$ cat config.mk
export PLATFORM = sky130hd
export DESIGN_NAME = srsc_power_term_generator
export DESIGN_NICKNAME = d
export VERILOG_FILES = /design/src/rtl/srsc_power_term_generator.sv
export SDC_FILE = /design/constraint.sdc
export NUM_CORES = 1
export LEC_CHECK = 0
export BUFFER_PORTS_ARGS = -buffer_cell sky130_fd_sc_hd__buf_2
export CAP_MARGIN = 10
export CORE_MARGIN = 2
export CORE_UTILIZATION = 68
export CTS_BUF_LIST = sky130_fd_sc_hd__clkbuf_4 sky130_fd_sc_hd__clkbuf_8 sky130_fd_sc_hd__clkbuf_16
export DETAILED_ROUTE_END_ITERATION = 10
export PLACE_DENSITY_LB_ADDON = 0.05
export SLEW_MARGIN = 10
export SYNTH_ARGS = -nofsm -noshare
export SYNTH_HDL_FRONTEND = slang
export SYNTH_HIERARCHICAL = 1
export SYNTH_SLANG_ARGS = --single-unit
$ cat constraint.sdc
create_clock -name clk -period 15.06 [get_ports clk]
set_input_delay 0.753 -clock clk [delete_from_list [all_inputs] [get_ports clk]]
set_output_delay 0.753 -clock clk [all_outputs]
set_load 0.02 [all_outputs]
$ cat src/rtl/srsc_power_term_generator.sv
// SRSC power-term producer: A^beta (Q3.7, once per frame) and J^(1-beta) (Q6.4, streamed).
// Shared log2 -> multiply -> exp2 arithmetic lives in the package; J lanes are per-channel instances.
package srsc_pow_pkg;
  // Y = {p, m} * e in Q4.13, where p = MSB index and m = the 5 bits below it, left-aligned
  function automatic logic [16:0] f_logmul(input logic [7:0] x, input logic [8:0] e);
    logic [2:0] p;
    logic [7:0] xs;
    logic [7:0] l;
    p = '0;
    for (int i = 0; i < 8; i++) if (x[i]) p = 3'(i);
    xs = x << (3'd7 - p);
    l  = {p, xs[6:2]};
    return 17'(l) * 17'(e);
  endfunction

  // R = (128 + yf) << yi, in units of 2^-7
  function automatic logic [22:0] f_exp2(input logic [16:0] y);
    logic [22:0] m;
    m = 23'(y[12:6]) + 23'd128;
    return m << y[16:13];
  endfunction
endpackage

module srsc_pow_lane
  import srsc_pow_pkg::*;
(
  input  logic       clk,
  input  logic       rst,
  input  logic       i_acc,
  input  logic       i_v0,
  input  logic       i_v1,
  input  logic [7:0] i_x,
  input  logic [8:0] i_e,
  output logic [9:0] o_jc
);
  logic [7:0]  r_x;
  logic [8:0]  r_e;
  logic [16:0] r_y;
  logic        r_z;
  logic [9:0]  r_jc;
  logic [22:0] w_r;
  logic [22:0] w_rs;

  assign w_r  = f_exp2(r_y);
  assign w_rs = w_r >> 3;

  // the exponent rides with the pixel so in-flight pixels survive a beta change
  always_ff @(posedge clk) begin
    if (rst) begin
      r_x  <= '0;
      r_e  <= '0;
      r_y  <= '0;
      r_z  <= 1'b0;
      r_jc <= '0;
    end else begin
      if (i_acc) begin
        r_x <= i_x;
        r_e <= i_e;
      end
      if (i_v0) begin
        r_y <= f_logmul(r_x, r_e);
        r_z <= (r_x == 8'd0);
      end
      if (i_v1) r_jc <= r_z ? 10'd0 : ((|w_rs[22:10]) ? 10'h3FF : w_rs[9:0]);
    end
  end

  assign o_jc = r_jc;
endmodule

module srsc_power_term_generator
  import srsc_pow_pkg::*;
(
  input  logic       clk,
  input  logic       rst,
  input  logic       frame_start,
  input  logic [7:0] A_R,
  input  logic [7:0] A_G,
  input  logic [7:0] A_B,
  input  logic [7:0] beta,
  input  logic       in_valid,
  output logic       in_ready,
  input  logic [7:0] J_R,
  input  logic [7:0] J_G,
  input  logic [7:0] J_B,
  output logic [9:0] Ac_R,
  output logic [9:0] Ac_G,
  output logic [9:0] Ac_B,
  output logic       out_valid,
  output logic [9:0] Jc_R,
  output logic [9:0] Jc_G,
  output logic [9:0] Jc_B
);
  localparam int STAGES = 2;

  typedef enum logic [1:0] {S_IDLE, S_CALC, S_RUN} state_t;

  state_t            r_state, w_nstate;
  logic [2:0]        r_cnt;
  logic [7:0]        r_beta;
  logic [2:0][7:0]   r_a;
  logic [2:0][9:0]   r_sh;
  logic [2:0][9:0]   r_ac;
  logic [16:0]       r_ay;
  logic              r_az;
  logic [1:0]        r_ach;
  logic              r_avld;
  logic [STAGES:0]   r_vld_pipe;
  logic [7:0]        w_ax;
  logic [22:0]       w_ar;
  logic [9:0]        w_asat;
  logic              w_load;
  logic              w_acc;
  logic [8:0]        w_je;
  logic [2:0][7:0]   w_j;
  logic [2:0][9:0]   w_jc;

  always_ff @(posedge clk) begin
    if (rst) r_state <= S_IDLE;
    else     r_state <= w_nstate;
  end

  always_comb begin
    w_nstate = r_state;
    w_load   = 1'b0;
    case (r_state)
      S_IDLE: if (frame_start) w_nstate = S_CALC;
      S_CALC: begin
        if (frame_start) w_nstate = S_CALC;
        else if (r_cnt == 3'd5) begin
          w_nstate = S_RUN;
          w_load   = 1'b1;
        end
      end
      S_RUN:  if (frame_start) w_nstate = S_CALC;
      default: w_nstate = S_IDLE;
    endcase
  end

  // counter value selects the channel feeding the A-path unit; 5 marks the end of CALC
  always_ff @(posedge clk) begin
    if (rst) begin
      r_cnt  <= '0;
      r_beta <= '0;
      r_a    <= '0;
    end else if (frame_start) begin
      r_cnt  <= '0;
      r_beta <= beta;
      r_a    <= {A_B, A_G, A_R};
    end else if (r_state == S_CALC && r_cnt != 3'd5) begin
      r_cnt <= r_cnt + 3'd1;
    end
  end

  always_comb begin
    w_ax = '0;
    case (r_cnt)
      3'd0:    w_ax = r_a[0];
      3'd1:    w_ax = r_a[1];
      3'd2:    w_ax = r_a[2];
      default: w_ax = '0;
    endcase
  end

  assign w_ar   = f_exp2(r_ay);
  assign w_asat = r_az ? 10'd0 : ((|w_ar[22:10]) ? 10'h3FF : w_ar[9:0]);

  always_ff @(posedge clk) begin
    if (rst) begin
      r_ay   <= '0;
      r_az   <= 1'b0;
      r_ach  <= '0;
      r_avld <= 1'b0;
      r_sh   <= '0;
      r_ac   <= '0;
    end else begin
      r_ay   <= f_logmul(w_ax, {1'b0, r_beta});
      r_az   <= (w_ax == 8'd0);
      r_ach  <= r_cnt[1:0];
      r_avld <= (r_state == S_CALC) && (r_cnt < 3'd3);
      if (r_avld) begin
        case (r_ach)
          2'd0:    r_sh[0] <= w_asat;
          2'd1:    r_sh[1] <= w_asat;
          default: r_sh[2] <= w_asat;
        endcase
      end
      if (w_load) r_ac <= r_sh;
    end
  end

  assign in_ready = (r_state == S_RUN);
  assign w_acc    = in_valid && in_ready;
  assign w_je     = 9'd256 - {1'b0, r_beta};
  assign w_j      = {J_B, J_G, J_R};

  always_ff @(posedge clk) begin
    if (rst) r_vld_pipe <= '0;
    else     r_vld_pipe <= {r_vld_pipe[STAGES-1:0], w_acc};
  end

  for (genvar gi = 0; gi < 3; gi++) begin : g_lane
    srsc_pow_lane u_lane (
      .clk   (clk),
      .rst   (rst),
      .i_acc (w_acc),
      .i_v0  (r_vld_pipe[0]),
      .i_v1  (r_vld_pipe[1]),
      .i_x   (w_j[gi]),
      .i_e   (w_je),
      .o_jc  (w_jc[gi])
    );
  end

  assign out_valid = r_vld_pipe[STAGES];
  assign Ac_R = r_ac[0];
  assign Ac_G = r_ac[1];
  assign Ac_B = r_ac[2];
  assign Jc_R = w_jc[0];
  assign Jc_G = w_jc[1];
  assign Jc_B = w_jc[2];
endmodule

Word-level counts from Yosys, hierarchy flattened
Cells that the tools add are included.
- add/sub/neg operators: 10
- multipliers: 4
- magnitude comparators: 1
- equal/unequal tests: 9
- shift operators: 8
- multiplexer cells: 51
- bitwise logic cells: 1
- reduce and logical (&&, ||, !) cells: 21
- operator list (kind ; count):
    $mux 10 ; 8
    $mux 3 ; 25
    $shl 23x4->23 ; 3
    $mul 8x9->17 ; 3
    $add 7x8->9 const B ; 4
    $logic_not 8->1 ; 4
    $shl 8x3->7 ; 4
    $reduce_or 10->1 ; 3
    $pmux 8 s3 ; 1
    $shl 9x4->23 ; 1
    $mux 2 ; 9
    $mul 8x8->16 ; 1
    $reduce_or 13->1 ; 1
    $sub 3x3->3 const A ; 4
    $sub 9x8->9 const A ; 1
    $reduce_and 2->1 ; 4
    $mux 1 ; 7
    $ne 3x3->1 const B ; 2
    $reduce_or 2->1 ; 3
    $eq 2x1->1 const B ; 2
    $logic_not 2->1 ; 2
    $pmux 2 s2 ; 1
    $add 3x1->3 const B ; 1
    $eq 3x1->1 const B ; 1
    other kinds (8) ; 10
- bits in registers: 238
- output and inout port bits: 62
- logic and storage cells: 136

Longest topological paths before layout
- depth after elaboration: 13
- gate-level depth with buffers: 29
- mapped depth without buffers: 27

Cells and area by module
The synthesis kept the hierarchy.
- modules (own cells, without submodules) (module ; times used ; cells each ; area each (sq um) ; seq. area each (sq um)):
    srsc_power_term_generator ; 1 ; 814 ; 6764.0 ; 2282.2
    srsc_pow_lane (g_lane[1].u_lane) ; 1 ; 508 ; 4330.4 ; 780.7
    srsc_pow_lane (g_lane[2].u_lane) ; 1 ; 499 ; 4220.3 ; 780.7
    srsc_pow_lane (g_lane[0].u_lane) ; 1 ; 499 ; 4204.0 ; 780.7

Least setup slack after synthesis
Ideal clock, no wire load.
- path type: register -> register
- start point: register r_cnt[0]
- end point: register r_ay[15]
- library setup time: 0.079 ns
- arrival: 6.688 ns
- slack: 8.293 ns
- stages on the path, launching flop included: 27
- path buffers: 1
- period minus slack after synthesis: 6.767 ns
- cell sequence: dfxtp_1 inv_1 ha_1 buf_6 a222oi_1 nand2_2 a21oi_1 nor3_1 mux2i_2 a21oi_1 and2_1 fa_1 inv_1 fa_1 inv_1 fa_1 inv_1 fa_1 inv_1 ha_1 and3_1 nand3_1 nand2b_1 a2111o_1 o21a_1 or4_1 o211ai_1
- longest elaborated chain between the ends: 13
- elaborated cells on any way between the ends: 15
- ends and longest elaborated chain (what ; RTL line ; RTL):
    start: declaration ; 99 ; logic [2:0] r_cnt;
    start signal: assignment ; 151 ; r_cnt <= r_cnt + 3'd1;
    $eq 3x2->1, or another cell as far along ; 157 ; case (r_cnt)
    $pmux 8 s3 (*) ; 157 ;
    $mux 1 ; 10 ; for (int i = 0; i < 8; i++) if (x[i]) p = 3'(i);
    $mux 3 (6 in series) ; 10 ;
    $mux 3 ; 169 ; if (rst) begin
    $sub 3x3->3 ; 11 ; xs = x << (3'd7 - p);
    $shl 8x3->7 ; 11 ;
    $mul 8x8->16 (*) ; 13 ; return 17'(l) * 17'(e);
    end signal: assignment ; 177 ; r_ay <= f_logmul(w_ax, {1'b0, r_beta});
    end: declaration ; 104 ; logic [16:0] r_ay;
Mark *: on every way between the ends. The rest lies on a longest branch, timed or not. The select of a mux whose other input is x is not followed.
A chain may end at the register's enable or synchronous reset.

Worst setup path after layout
Same ends and word-level chain as after synthesis.

==> impl_metrics.csv <==
group,metric,value,unit
sta,finalSetupViolCount,0,
pwr,pwr-share-seq,43.5,%
worst_setup_path,cpMaxStageDelayCell,"a222oi_1",
detailed_routing,firstDrtPassIters,5,
sta,hold_viol,0,
detailed_routing,via_per_inst,5.79,
clock_network,post_cts_buffers,0,
cells_and_area,final_cells,2769,
clock_network,numCtsBuffers,26,
sta,timing.fmax,129,MHz
yosys,async_flop_share,0,%
sta,final.setup.tns,0,ns
clock_network,clock_latency,0.56,ns
pwr,p_int,1.08,mW
sta,period_needed,7.76,ns
detailed_routing,via_count,16029,
placed_design,place_inst,2723,
yosys,yosys.area.top_type,"dfxtp_1",
cells_and_area,area_growth,8.17,%
clock_network,cts_sinks,231,
clock_network,cts_root_buf,"clkbuf_16",
yosys,ys_top_cells_by_area,"dfxtp_1, fa_1, ha_1, mux2i_1, inv_1",
placed_design,post_dp_cell_area,20200,um2
yosys,avgSynthCellArea,8.41,um2
floorplanning,initial_utilization,68.6,%
cells_and_area,drive_above_1_share,9.85,%
yosys,syn_nets,2678,
detailed_routing,ant_nets,0,
sta,finalCritPeriodShare,51.5,%
worst_setup_path,cp-startpoint,"r_cnt[0]",
yosys,ys_seq_area_share,23.7,%
floorplanning,die_h,173,um
yosys,ys_types,98,
detailed_routing,wl_per_cell,16.1,um
clock_network,clk_pin_slew,0.07,ns
worst_setup_path,crit_path_max_incr_delay,0.93,ns
yosys,synth_edf_count,0,
pwr,power_frac_clock,44.0,%
min_path,worstHoldStart,"J_B[0]",
global_routing,grt_usage,29.8,%
clock_network,cts_resized,0,
floorplanning,io_pins,122,
worst_setup_path,crit_path_max_fanout,11,
worst_setup_path,start_kind,"register",
yosys,synthesis.area,19500,um2
sta,rsz0062_at_grt,"no",
yosys,ys_top_cells_by_count,"inv_1, nand2_1, dfxtp_1",
worst_setup_path,cp-end-kind,"register",
worst_setup_path,critPathArrivalTime,8.23,ns
yosys,synthFlopType,"dfxtp_1",
placed_design,globalplace.congestion,0.888,
pwr,p_switching,0.388,mW
detailed_routing,route.detailed.drc,0,
placed_design,place_hpwl,33100,um
sta,relSlewSlack,25.7,%
placed_design,io_buffers,121,
pwr,p_comb_share,12.5,%
yosys,yosysTopAreaCellShare,23.7,%
yosys,ys_warn_count,6,
yosys,synthCells,2320,
yosys,ys_ff_latch,231,
pwr,switching_share,26.4,%
sta,max_slew.worst_pin.slew,1.11,ns
global_routing,antenna_found_initial,0,
cells_and_area,antenna_cells_inserted,0,
floorplanning,dieArea,30100,um2
worst_setup_path,crit_type,"reg2reg",
global_routing,grt-ovfl-total,0,
min_path,hp-class,"in2reg",
sta,clock-skew-final,0.0257,ns
run_status,status,"finished, final reports clean",
pwr,irDropWorstVdd,0.0891,mV
global_routing,grt_pass1_wl,75600,um
floorplanning,num_rows,62,
floorplanning,coreArea,28500,um2
worst_setup_path,worstPathRequired,15.53,ns
cells_and_area,postLayoutCellArea,21100,um2
clock_network,clk_path_buf_depth,3,
worst_setup_path,path_common_cell,"inv_1",
run,cap_violations,0,
cells_and_area,fin_nets,2725,
sta,finalMaxSlewViolations,0,
pwr,leakagePower,9.59,nW
detailed_routing,wl,44700,um
sta,timing.hold.ws,0.435,ns
yosys,synth.most_common_cell,"inv_1",
clock_network,cts_tree,"done",
detailed_routing,drt-initial-drc-count,1050,
worst_setup_path,rr_startpoint,"r_cnt[0]",
global_routing,grt_pass1_vias,15792,
pwr,powerDensity,69.6,nW/um2
clock_network,cts_hold_buf,0,
global_routing,grt_max_degree,100,
floorplanning,die_w,173,um
clock_network,htree_levels,1,
==> critical path, delay by kind of cell (launching register included) <==
kind                     cells  cell delay (ns)
multiplexers                 1             0.45
flip-flops                   1             0.38
buffers and inverters        5             0.31
AND/OR/NAND/NOR              7             1.67
adder cells (fa/ha/maj)      6             2.60
AO/OA/AOI/OAI                6             2.26
==> logic make-up after synthesis <==
group	count (synthesis)	share of synthesized area [%]
muxes	130	6.98
adders and majority gates	298	25.2
DFF	231	23.7
buffers and inverters	378	7.58
AOI/OAI and AO/OA	401	13.6
xor gates and xnor gates	31	1.39
and+or+nand+nor	851	21.6
==> power by group through the flow <==
stage               sequential [mW]  clock (mW)  combinational, mW
global placement              0.652           0              0.177
global route                  0.641       0.676              0.206
detailed placement            0.652           0              0.181
floorplan                     0.644           0              0.137
finish                        0.639       0.646              0.184
CTS                           0.639       0.657              0.183
==> layer usage <==
metal  global-route usage (%)  vias to the layer above  share of wire [%]
li1                         -                     7767                  -
met1                     41.0                     7762                 46
met2                     50.6                      450                 47
met3                     3.38                       50                5.3
met4                     6.64                        0                1.7
met5                        0                        -                  0
==> cell type report <==
type,instances,area [um2]
multi-input combinational,1711,13400
fill,2208,7360
sequential,231,4630
inverter,263,987
clock buffer,35,756
timing repair buffer,134,712
tap,384,480
clock inverter,11,130
==> path summary, 6_finish.rpt <==
path                                                 to  slack, ns  cells after the start
worst min register to register                  Ac_R[7]       0.45                      2
worst max-delay path                           r_ay[15]       7.30                     25
worst max register to register                 r_ay[15]       7.30                     25
worst min-delay path            g_lane[2].u_lane/r_x[0]       0.44                      3
==> registers in the layout, indices dropped and copies added (netlist names), 10 cells and up <==
signal / flops
g_lane.u_lane/r_y: 33
g_lane.u_lane/o_jc: 30
r_sh: 30
g_lane.u_lane/r_e: 27
g_lane.u_lane/r_x: 24
r_a: 24
Ac_B: 10
Ac_G: 10
Ac_R: 10
r_ay: 10
==> placed cells by master, fill, tap and decap left out, drive strengths merged, types with 5 or more instances in the layout <==
cell type	Yosys	layout
or2	10	10
o31a	7	7
and2	112	112
mux2i	120	120
and3	26	26
nor2	227	227
nand4	5	5
a22oi	5	5
nor4	6	6
nor2b	85	85
xnor2	18	18
o32ai	5	5
nor3b	15	15
nand2b	43	43
inv	263	263
a31oi	16	16
and2b	5	5
fa	158	158
dfxtp	231	231
a211o	7	7
buf	28	133
a21boi	5	5
o21a	9	9
o21ai	68	68
clkinv	0	5
clkbuf	87	36
a222oi	9	9
o31ai	7	7
a21o	13	13
mux2	6	6
a21oi	170	170
nor3	34	34
o22ai	9	9
nand2	244	244
nand3	14	14
a211oi	25	25
ha	140	140
xor2	13	13
==> metrics by stage <==
stage | setup WS [ns] | utilization (%) | power (mW)
floorplan | 8.29 | - | 0.781
global placement | 7.63 | 71.1 | 0.829
detailed placement | 7.43 | 71.1 | 0.833
CTS | 7.35 | 74.2 | 1.48
global route | 6.81 | 74.2 | 1.52
finish | 7.30 | 74.2 | 1.47
No activity file was read; power rests on OpenSTA's default activity.
